[src/rtl/mem_req_sequencer_if.sv]
// Request/response bundle between the compute core and mem_req_sequencer.
// master = core side, slave = sequencer side.
interface mem_req_sequencer_if #(
  parameter int TAG_W = 4
);
  logic             req_valid;
  logic             req_ready;
  logic [1:0]       req_op;
  logic [31:0]      req_addr;
  logic [31:0]      req_data;
  logic [TAG_W-1:0] req_tag;
  logic             rsp_valid;
  logic             rsp_ready;
  logic [31:0]      rsp_data;
  logic [TAG_W-1:0] rsp_tag;
  logic             rsp_err;

  modport master (
    output req_valid, req_op, req_addr,
    output req_data, req_tag, rsp_ready,
    input  req_ready, rsp_valid, rsp_data,
    input  rsp_tag, rsp_err
  );

  modport slave (
    input  req_valid, req_op, req_addr,
    input  req_data, req_tag, rsp_ready,
    output req_ready, rsp_valid, rsp_data,
    output rsp_tag, rsp_err
  );
endinterface

[src/rtl/mem_req_sequencer.sv]
// In-order request FIFO feeding the memory access unit, with credited read returns.
// Define MEM_SEQ_BOUNDS_CHECK_EN to suppress out-of-range issues and flag reads.
module mem_req_sequencer #(
  parameter int DEPTH     = 8,
  parameter int RSP_DEPTH = 2,
  parameter int TAG_W     = 4,
  parameter int MEM_WORDS = 1024
) (
  input  logic        clk,
  input  logic        rst_n,
  mem_req_sequencer_if.slave bus,
  output logic [31:0] mem_addr,
  output logic [31:0] mem_data,
  output logic [1:0]  mem_op,
  input  logic [31:0] mem_rdata,
  output logic        busy
);

  localparam int AW  = $clog2(DEPTH);
  localparam int CW  = $clog2(DEPTH + 1);
  localparam int RW  = (RSP_DEPTH > 1) ? $clog2(RSP_DEPTH) : 1;
  localparam int RCW = $clog2(RSP_DEPTH + 1);
  localparam logic [31:0] LIMIT = 32'(MEM_WORDS);
`ifdef MEM_SEQ_BOUNDS_CHECK_EN
  localparam bit BOUNDS_EN = 1'b1;
`else
  localparam bit BOUNDS_EN = 1'b0;
`endif

  typedef struct packed {
    logic [1:0]       op;
    logic [31:0]      addr;
    logic [31:0]      data;
    logic [TAG_W-1:0] tag;
  } req_t;

  typedef struct packed {
    logic             v;
    logic [TAG_W-1:0] tag;
    logic             err;
  } trk_t;

  typedef struct packed {
    logic [31:0]      data;
    logic [TAG_W-1:0] tag;
    logic             err;
  } rsp_t;

  req_t fifo_q [DEPTH];
  rsp_t rspq_q [RSP_DEPTH];

  logic [AW-1:0]  wr_ptr_q, wr_ptr_d;
  logic [AW-1:0]  rd_ptr_q, rd_ptr_d;
  logic [CW-1:0]  cnt_q, cnt_d;
  logic [RW-1:0]  rwr_q, rwr_d;
  logic [RW-1:0]  rrd_q, rrd_d;
  logic [RCW-1:0] rcnt_q, rcnt_d;
  logic [RCW-1:0] cred_q, cred_d;
  trk_t           iss_q, iss_d;
  trk_t           exe_q, exe_d;
  logic [1:0]     op_q, op_d;
  logic [31:0]    addr_q, addr_d;
  logic [31:0]    data_q, data_d;

  req_t head, wr_ent;
  rsp_t rsp_ent;
  logic push, pop, empty, stall, oob;
  logic rd_head, iss_rd, iss_mem;
  logic rpush, rpop;

  function automatic logic [RW-1:0] rnext(
    input logic [RW-1:0] p
  );
    return (p == RW'(RSP_DEPTH - 1)) ? '0 : p + 1'b1;
  endfunction

  assign bus.req_ready = (cnt_q != CW'(DEPTH)) && rst_n;
  assign bus.rsp_valid = (rcnt_q != '0);
  assign bus.rsp_data  = bus.rsp_valid ? rspq_q[rrd_q].data : '0;
  assign bus.rsp_tag   = bus.rsp_valid ? rspq_q[rrd_q].tag : '0;
  assign bus.rsp_err   = bus.rsp_valid && rspq_q[rrd_q].err;

  assign mem_op   = op_q;
  assign mem_addr = addr_q;
  assign mem_data = data_q;
  assign busy     = !empty || iss_q.v || exe_q.v
                 || bus.rsp_valid;

  always_comb begin
    wr_ent  = '{op:   bus.req_op,
                addr: bus.req_addr,
                data: bus.req_data,
                tag:  bus.req_tag};
    head    = fifo_q[rd_ptr_q];
    empty   = (cnt_q == '0);
    push    = bus.req_valid && bus.req_ready;
    rd_head = (head.op == 2'b00);
    oob     = BOUNDS_EN && (head.addr >= LIMIT);
    // a credit-starved read blocks everything behind it
    stall   = rd_head && (cred_q == '0);
    pop     = !empty && !stall;
    iss_rd  = pop && rd_head;
    iss_mem = pop && !oob;
    rpush   = exe_q.v;
    rpop    = bus.rsp_valid && bus.rsp_ready;

    wr_ptr_d = push ? wr_ptr_q + 1'b1 : wr_ptr_q;
    rd_ptr_d = pop ? rd_ptr_q + 1'b1 : rd_ptr_q;
    cnt_d    = cnt_q + CW'(push) - CW'(pop);

    op_d   = iss_mem ? head.op : 2'b00;
    addr_d = iss_mem ? head.addr : '0;
    data_d = iss_mem ? head.data : '0;

    iss_d = '{v: iss_rd, tag: head.tag, err: oob};
    exe_d = iss_q;

    rsp_ent = '{data: exe_q.err ? '0 : mem_rdata,
                tag:  exe_q.tag,
                err:  exe_q.err};
    rwr_d   = rpush ? rnext(rwr_q) : rwr_q;
    rrd_d   = rpop ? rnext(rrd_q) : rrd_q;
    rcnt_d  = rcnt_q + RCW'(rpush) - RCW'(rpop);
    cred_d  = cred_q - RCW'(iss_rd) + RCW'(rpop);
  end

  always_ff @(posedge clk) begin
    if (!rst_n) begin
      wr_ptr_q <= '0;
      rd_ptr_q <= '0;
      cnt_q    <= '0;
      rwr_q    <= '0;
      rrd_q    <= '0;
      rcnt_q   <= '0;
      cred_q   <= RCW'(RSP_DEPTH);
      iss_q    <= '0;
      exe_q    <= '0;
      op_q     <= 2'b00;
      addr_q   <= '0;
      data_q   <= '0;
    end else begin
      wr_ptr_q <= wr_ptr_d;
      rd_ptr_q <= rd_ptr_d;
      cnt_q    <= cnt_d;
      rwr_q    <= rwr_d;
      rrd_q    <= rrd_d;
      rcnt_q   <= rcnt_d;
      cred_q   <= cred_d;
      iss_q    <= iss_d;
      exe_q    <= exe_d;
      op_q     <= op_d;
      addr_q   <= addr_d;
      data_q   <= data_d;
    end
  end

  always_ff @(posedge clk) begin
    if (push) fifo_q[wr_ptr_q] <= wr_ent;
    if (rpush && rst_n) rspq_q[rwr_q] <= rsp_ent;
  end

endmodule

[src/flat_wrapper.sv]
// flat-port wrapper written by rule: the top's interface ports become plain ports
module mem_req_sequencer_flat 
#(
  parameter int DEPTH     = 8,
  parameter int RSP_DEPTH = 2,
  parameter int TAG_W     = 4,
  parameter int MEM_WORDS = 1024
)
  (clk, rst_n, mem_addr, mem_data, mem_op, mem_rdata, busy, bus_req_valid, bus_req_op, bus_req_addr, bus_req_data, bus_req_tag, bus_rsp_ready, bus_req_ready, bus_rsp_valid, bus_rsp_data, bus_rsp_tag, bus_rsp_err);
  mem_req_sequencer_if #(.TAG_W(TAG_W)) bus_i ();
  input  logic clk;
  input  logic rst_n;
  output logic [31:0] mem_addr;
  output logic [31:0] mem_data;
  output logic [1:0] mem_op;
  input  logic [31:0] mem_rdata;
  output logic busy;
  input wire logic [$bits(bus_i.req_valid)-1:0] bus_req_valid;
  input wire logic [$bits(bus_i.req_op)-1:0] bus_req_op;
  input wire logic [$bits(bus_i.req_addr)-1:0] bus_req_addr;
  input wire logic [$bits(bus_i.req_data)-1:0] bus_req_data;
  input wire logic [$bits(bus_i.req_tag)-1:0] bus_req_tag;
  input wire logic [$bits(bus_i.rsp_ready)-1:0] bus_rsp_ready;
  output wire logic [$bits(bus_i.req_ready)-1:0] bus_req_ready;
  output wire logic [$bits(bus_i.rsp_valid)-1:0] bus_rsp_valid;
  output wire logic [$bits(bus_i.rsp_data)-1:0] bus_rsp_data;
  output wire logic [$bits(bus_i.rsp_tag)-1:0] bus_rsp_tag;
  output wire logic [$bits(bus_i.rsp_err)-1:0] bus_rsp_err;
  assign bus_i.req_valid = bus_req_valid;
  assign bus_i.req_op = bus_req_op;
  assign bus_i.req_addr = bus_req_addr;
  assign bus_i.req_data = bus_req_data;
  assign bus_i.req_tag = bus_req_tag;
  assign bus_i.rsp_ready = bus_rsp_ready;
  assign bus_req_ready = bus_i.req_ready;
  assign bus_rsp_valid = bus_i.rsp_valid;
  assign bus_rsp_data = bus_i.rsp_data;
  assign bus_rsp_tag = bus_i.rsp_tag;
  assign bus_rsp_err = bus_i.rsp_err;
  mem_req_sequencer #(.DEPTH(DEPTH), .RSP_DEPTH(RSP_DEPTH), .TAG_W(TAG_W), .MEM_WORDS(MEM_WORDS)) u_core (.clk(clk), .rst_n(rst_n), .bus(bus_i), .mem_addr(mem_addr), .mem_data(mem_data), .mem_op(mem_op), .mem_rdata(mem_rdata), .busy(busy));
endmodule
[config.mk]
export PLATFORM = sky130hd
export DESIGN_NAME = mem_req_sequencer_flat
export DESIGN_NICKNAME = d
export VERILOG_FILES = /design/src/rtl/mem_req_sequencer_if.sv /design/src/rtl/mem_req_sequencer.sv /design/src/flat_wrapper.sv
export SDC_FILE = /design/constraint.sdc
export NUM_CORES = 1
export LEC_CHECK = 0
export CORE_ASPECT_RATIO = 2
export CORE_UTILIZATION = 45
export CTS_BUF_LIST = sky130_fd_sc_hd__clkbuf_8
export DETAILED_ROUTE_END_ITERATION = 16
export GPL_ROUTABILITY_DRIVEN = 0
export SLEW_MARGIN = 20
export SYNTH_ARGS = -nofsm -noshare
export SYNTH_HDL_FRONTEND = slang
export SYNTH_SLANG_ARGS = --single-unit
[constraint.sdc]
create_clock -name clk -period 11.59 [get_ports clk]
set_input_delay 1.159 -clock clk [delete_from_list [all_inputs] [get_ports clk]]
set_output_delay 1.159 -clock clk [all_outputs]
set_load 0.1 [all_outputs]
==> results by group, run 1 <==
Outcome
  – Outcome: complete, no violations

Worst setup path
  – CP Capture Type: output pin
  – Worst EP required: 10.43 ns
  – WS Path Type: input pin to output pin
  – Critical path arrival: 3.20 ns
  – Worst setup SP type: input pin
  – Critical Path Fanout Max: 36

Die
  – Core ar.: 0.0582 sq mm
  – IO Pins: 212
  – Die Wd: 174 um
  – Initial Util: 45.7%
  – Die Ht: 346 um
  – Placement row count: 125
  – Die area: 0.0601 sq mm

STA
  – Actual slew at the worst max-slew pin: 1.08 ns
  – Final WS setup: 7.23 ns
  – Final setup TNS: 0 ns
  – RSZ-0062 raised after global routing: false
  – Fmax: 0.230 GHz
  – Slew headroom: 27.8%
  – Period utilization: 37.6%
  – Final hold violation count: 0
  – Fin. max-slew vios: 0
  – Skew final: 0.0350 ns
  – Final min period: 4.36 ns
  – Final setup viols: 0

Clocking
  – Total CTS buffers: 97
  – Post-CTS Setup Bufs: 0
  – # H-tree levels: 3
  – CTS sink count: 728
  – Hold buffers post-CTS: 0
  – Worst-path clk slew: 0.07 ns
  – Post_cts resized: 0
  – TritonCTS clock tree: built
  – Clock Latency Late Sink: 0.69 ns
  – Cell chosen for the clock root: clkbuf_8
  – Max Buffers Root-to-Sink: 3

Global route
  – First-pass GRT wire length: 81,100 um
  – GRT Util Overall: 18.1%
  – Initial antenna violation count: 4
  – Congestion Overflow GR: 0
  – Vias in the first global route: 13.4k
  – Largest net degree at the start of global routing: 107

Pwr
  – Pleak: 10.2 nW
  – Tot Pwr: 7.61 mW
  – PwrDens: 241 mW/mm^2
  – Max IR drop VDD: 0.175 mV

Finish
  – Final instance area: 0.0316 sq mm
  – Final core utilization: 54.2%
  – Layout net count: 1,640
  – Share of post-route cells with drive strength above 1: 19.7%
  – Layout area overhead: 18.7%

Synth
  – Flops & latches, synth: 728
  – Sequential-to-total area share from yosys stat: 78.6%
  – Synthesized area: 0.0266 sq mm
  – Post-synth top area cell: edfxtp_1
  – Post-synthesis mux area share: 16.0%
  – Synth Instances: 1,250
  – Mapped Avg Cell Area: 21.3 sq um
  – Top cell type's share of synthesized area: 71.4%
  – Post-synthesis cell type count: 38
  – Syn_nets: 1,369
  – Post-synth EDFFs: 632
  – Post-synthesis simple-gate area fraction: 2.76%
  – Largest family of logic cells by synthesized area: multiplexers
  – Area fraction in compound gates after synthesis: 0.273%
  – Cell with the most instances after synthesis: edfxtp_1
  – Synth async-reset ratio: 0%
  – Most frequent cells after synthesis: edfxtp_1, mux4_2, nor2_1, mux2i_1, dfxtp_1
  – Main synth FF type: edfxtp_1
  – Post-Synth Adder-Cell Area: 0.640%
  – Synth top area cells: edfxtp_1, mux4_2, dfxtp_1, mux2i_1, nor2_1
  – Synth warnings: 0
  – Synth Area in XOR/XNOR: 0.329%

Place
  – IO buf count: 210
  – Post-DP Area: 0.0296 sq mm
  – Pre-CTS setup slack: 7.19 ns
  – Hpwl dp: 30,700 um

Run
  – Max-Cap Viols: 0

Detailed routing
  – # DRC: 0
  – Via/cell ratio: 5.18
  – WL final: 53,300 um
  – Via count: 12.3k
  – Post-route ant nets: 0
  – Wire per inst: 22.5 um
  – Initial DRT Pass Iterations: 4
  – 1st-iter DRT viols: 637

Worst hold path
  – Hold WC Path Type: register to register
[worst max-delay path, cell delays in order]
cell	delay (ns)
clkdlybuf4s50_1	0.45
buf_4	0.28
and2_1	0.17
clkdlybuf4s50_1	1.12
[placed cells by master, fill, tap and decap left out, types with 2 or more instances in the layout]
master	n
inv_6	2
buf_12	2
o311ai_1	3
a31oi_1	2
ha_1	12
buf_4	15
clkinvlp_4	3
clkbuf_8	107
nor3_2	4
dfxtp_4	3
dfxtp_1	92
nor2_4	4
clkinv_1	14
nand2b_1	5
xor2_1	5
buf_6	3
edfxtp_1	632
inv_1	50
nand3_1	4
xnor2_1	5
diode_2	2
nor3_1	4
nor2b_1	4
clkinv_2	12
mux2i_2	2
mux4_2	140
and2_1	19
clkdlybuf4s50_1	210
clkinv_8	2
nor2_1	105
nand2_1	10
mux2i_1	105
clkinv_4	2
mux2_2	2
bufinv_16	3
[power breakdown]
group / switching (mW) / internal [mW] / total, mW
logic: 1.77 / 0.822 / 2.59
clock network: 0.935 / 0.928 / 1.86
registers: 0.113 / 3.04 / 3.15
[cell type report]
type | count | area (sq um)
Multi-Input combinational cell | 450 | 5400
Tap cell | 762 | 953
Timing Repair Buffer | 231 | 2320
Inverter | 13 | 48.8
Sequential cell | 728 | 20900
Clock buffer | 107 | 1470
Fill cell | 4554 | 26600
Clock inverter | 77 | 447
Antenna cell | 2 | 5.00
[routing by layer]
layer | global-route usage, % | up-vias | part of all wire [%]
met5 | 0 | - | 0.066
met4 | 6.27 | 6 | 2.2
met3 | 4.03 | 78 | 5.6
met2 | 33.7 | 342 | 55
met1 | 20.0 | 6303 | 37
li1 | - | 5542 | -
[worst paths after layout]
path | start | to | slack, ns | cells past startpoint
setup / recovery | rst_n | bus_req_ready | 7.23 | 4
hold reg to reg | u_core.exe_d[2] | u_core.exe_q[2] | 0.44 | 1
hold / removal | u_core.exe_d[2] | u_core.exe_q[2] | 0.44 | 1
setup reg to reg | register | u_core.cnt_q[2] | 7.43 | 10
[flip-flops by register name, summed over array words and instances (netlist names), named ones only]
name	cells
u_core.exe_q	4
u_core.cred_q	2
u_core.exe_d	5
u_core.mem_op	2
u_core.rrd_q	1
u_core.mem_addr	32
u_core.cnt_q	4
u_core.rd_ptr_q	3
u_core.rwr_q	1
u_core.fifo_q	560
u_core.rpush	1
u_core.rspq_q	72
u_core.mem_data	32
u_core.wr_ptr_q	3
u_core.rcnt_q	2
[kinds of logic after synthesis]
family,Yosys count
mux,249
compound gates,10
fa+ha+maj,13
other cells,1
buf+inv,72
xor+xnor,10
simple gates,167
flops,728
[stage by stage]
stage / instances / hold WS, ns
after floorplan: 1250 / 0.404
after global placement: 2182 / 0.409
after detailed placement: 2183 / 0.419
after CTS: 2367 / 0.435
after global routing: 2369 / 0.450
final: 2370 / 0.437
(Power assumes the default switching activity.)
==> inputs of run 2 (changes only) <==
==> constraint.sdc (replaced) <==
create_clock -name clk -period 4.1 [get_ports clk]
set_input_delay 0.41 -clock clk [delete_from_list [all_inputs] [get_ports clk]]
set_output_delay 0.41 -clock clk [all_outputs]
set_load 0.1 [all_outputs]
==> run 2 against run 1 <==
Power grew to 2.8 times the previous value. Sequential power grew to 2.8 times the previous value. Combinational power rose to 2.8 times the previous value. Critical endpoint is now bus_rsp_data[19]. Largest power group unchanged. Highest routed layer unchanged.
==> results by group, run 2 (synthesis results as in run 1) <==
Die
  – Die Wd: 174 um (unchanged)
  – Die area: 0.0601 sq mm (unchanged)
  – Placement row count: 125 (unchanged)
  – Die Ht: 346 um (unchanged)
  – Initial Util: 45.7% (unchanged)
  – IO Pins: 212 (unchanged)
  – Core ar.: 0.0582 sq mm (unchanged)

Clocking
  – Clock Latency Late Sink: 0.67 ns (-0.02 ns)
  – Hold buffers post-CTS: 0 (unchanged)
  – # H-tree levels: 3 (unchanged)
  – Worst-path clk slew: 0.07 ns (about the same)
  – Cell chosen for the clock root: clkbuf_8
  – Max Buffers Root-to-Sink: 3 (unchanged)
  – Total CTS buffers: 98 (+1.0%)
  – Post-CTS Setup Bufs: 0 (unchanged)
  – CTS sink count: 728 (unchanged)
  – Post_cts resized: 0 (unchanged)
  – TritonCTS clock tree: built

Global route
  – Largest net degree at the start of global routing: 59 (-45%)
  – Congestion Overflow GR: 0 (unchanged)
  – GRT Util Overall: 18.4% (+0.37 points)
  – First-pass GRT wire length: 82,500 um (+1.7%)
  – Initial antenna violation count: 7 (+3)
  – Vias in the first global route: 13.7k (+1.7%)

STA
  – Final hold violation count: 0 (unchanged)
  – Fmax: 0.295 GHz
  – Period utilization: 82.7%
  – Skew final: 0.0257 ns (-0.00931 ns)
  – RSZ-0062 raised after global routing: false
  – Slew headroom: 23.3% (-4.5 points)
  – Final min period: 3.39 ns
  – Fin. max-slew vios: 0 (unchanged)
  – Final setup viols: 0 (unchanged)
  – Actual slew at the worst max-slew pin: 1.15 ns (+0.0645 ns)

Detailed routing
  – Via/cell ratio: 5.25 (+1.4%)
  – Via count: 12.5k (+2.2%)
  – Initial DRT Pass Iterations: 5 (+1)
  – WL final: 54,000 um (+1.3%)
  – 1st-iter DRT viols: 713 (+12%)
  – Wire per inst: 22.6 um (+0.54%)
  – # DRC: 0 (unchanged)
  – Post-route ant nets: 0 (unchanged)

Place
  – Placed insts: 2,206 (+1.1%)
  – IO buf count: 210 (unchanged)
  – Hpwl dp: 31,300 um (+1.9%)

Worst setup path
  – WS Path Type: register to output pin
  – Critical path arrival: 2.98 ns (-0.22 ns)
  – Critical path's largest stage delay: 1.13 ns (about the same)
  – Cells along the critical path: mux2i_1 -> nor2_1 -> clkdlybuf4s50_1
  – Reg2reg end: u_core.cnt_q[2]
  – CP Capture Type: output pin
  – Worst setup SP type: register
  – Critical-path top delay cell: clkdlybuf4s50_1
  – R2r setup slk: 1.12 ns (-6.31 ns)
  – Critical Path Fanout Max: 25 (-31%)
  – Worst EP required: 3.69 ns (-6.74 ns)
  – Reg2Reg Depth: 9 (-1)

Pwr
  – Pleak: 10.4 nW (+2.1%)
  – Clk pwr share: 24.7% (+0.2 points)
  – PwrDens: 677 mW/mm^2 (+180%)
  – Internal Power: 13.6 mW (+180%)
  – Logic pwr share: 34.1% (about the same)
  – Seq pwr share: 41.2% (-0.3 points)
  – Sw Share: 36.6% (-0.38 points)
  – NetSw: 7.90 mW (+180%)
  – Max IR drop VDD: 0.393 mV (+120%)

Finish
  – Most common cell after layout, fill and taps aside: edfxtp_1
  – Final cell count without fillers: 2,389 (+0.80%)
  – Commonest non-fill, non-tap cells in the layout: edfxtp_1, clkdlybuf4s50_1, mux4_2, clkbuf_8
  – Layout net count: 1,664 (+1.5%)
  – Largest register FFs: 560 (unchanged)
  – Share of post-route cells with drive strength above 1: 22.5% (+2.8 points)
  – Top reg by flops: u_core.fifo_q
  – Largest regs: u_core.fifo_q: 560 flops, u_core.rspq_q: 72 flops
  – Layout area overhead: 19.7%
  – Final core utilization: 54.7% (+0.47 points)

Worst hold path
  – Hold WC Path Type: input pin to register
  – Hold Path Cell Cnt: 1 (unchanged)
  – Worst Hold End: u_core.rspq_q[0][10]
  – Hold Startpoint: mem_rdata[6]

Outcome
  – Outcome: complete, no violations

Run
  – Max-Cap Viols: 0 (unchanged)
[run 2: cell count changes in the layout (fill, tap and decap cells not counted), sizes merged]
cell,delta
clkinv,-9
buf,+53
clkinvlp,-1
clkdlybuf4s50,-30
bufinv,+1
inv,+1
clkbuf,+4
[run 2: critical path: cells and delay by family, from the launching register on]
family | cells | cell delay [ns]
buffers and inverters | 1 | 1.13
flip-flops | 1 | 0.87
multiplexers | 1 | 0.18
AND/OR/NAND/NOR | 1 | 0.11
[run 2: worst max path at each step]
stage,start,to,cells after the start
floorplan,u_core.cnt_q[2],u_core.fifo_q[7][0],7
global placement,register,u_core.cnt_q[2],9
detailed placement,register,u_core.cnt_q[2],9
CTS,register,bus_rsp_data[19],3
global route,register,bus_rsp_data[24],3
finish,register,bus_rsp_data[19],3
[run 2: final cells by class]
cell class / instances / area, sq um
fill: 4558 / 26400
sequential: 728 / 20900
multi-input combinational: 450 / 5420
timing repair buffer: 254 / 2560
clock buffer: 111 / 1530
tap: 762 / 953
clock inverter: 69 / 394
inverter: 13 / 48.8
antenna: 2 / 5.00
[run 2: through the flow]
stage          setup WS [ns]  power, mW  setup TNS (ns)  hold slack [ns]  instance area [sq um]
6_report               0.709       21.5               0            0.320                  31800
5_1_grt                0.525       22.5               0            0.270                  31800
4_1_cts                0.601       21.9               0            0.236                  31800
3_5_place_dp            1.10       16.5               0            0.421                  29900
3_3_place_gp            1.12       16.5               0            0.410                  29900
2_1_floorplan         -0.594       14.7         -186.27            0.404                  26600
[run 2: power by group through the flow]
stage / clock network [mW] / registers (mW) / logic, mW
final: 5.32 / 8.88 / 7.35
after global routing: 5.77 / 8.93 / 7.76
after CTS: 5.49 / 8.89 / 7.47
after detailed placement: 0 / 9.04 / 7.45
after global placement: 0 / 9.03 / 7.44
after floorplan: 0 / 10.9 / 3.81
[run 2: metal layers]
layer / up-vias / global-route usage, % / wire (um)
li1: 5588 / - / -
met1: 6526 / 21.8 / 21500
met2: 325 / 32.9 / 28300
met3: 94 / 4.21 / 2910
met4: 10 / 6.25 / 1170
met5: - / 0 / 71
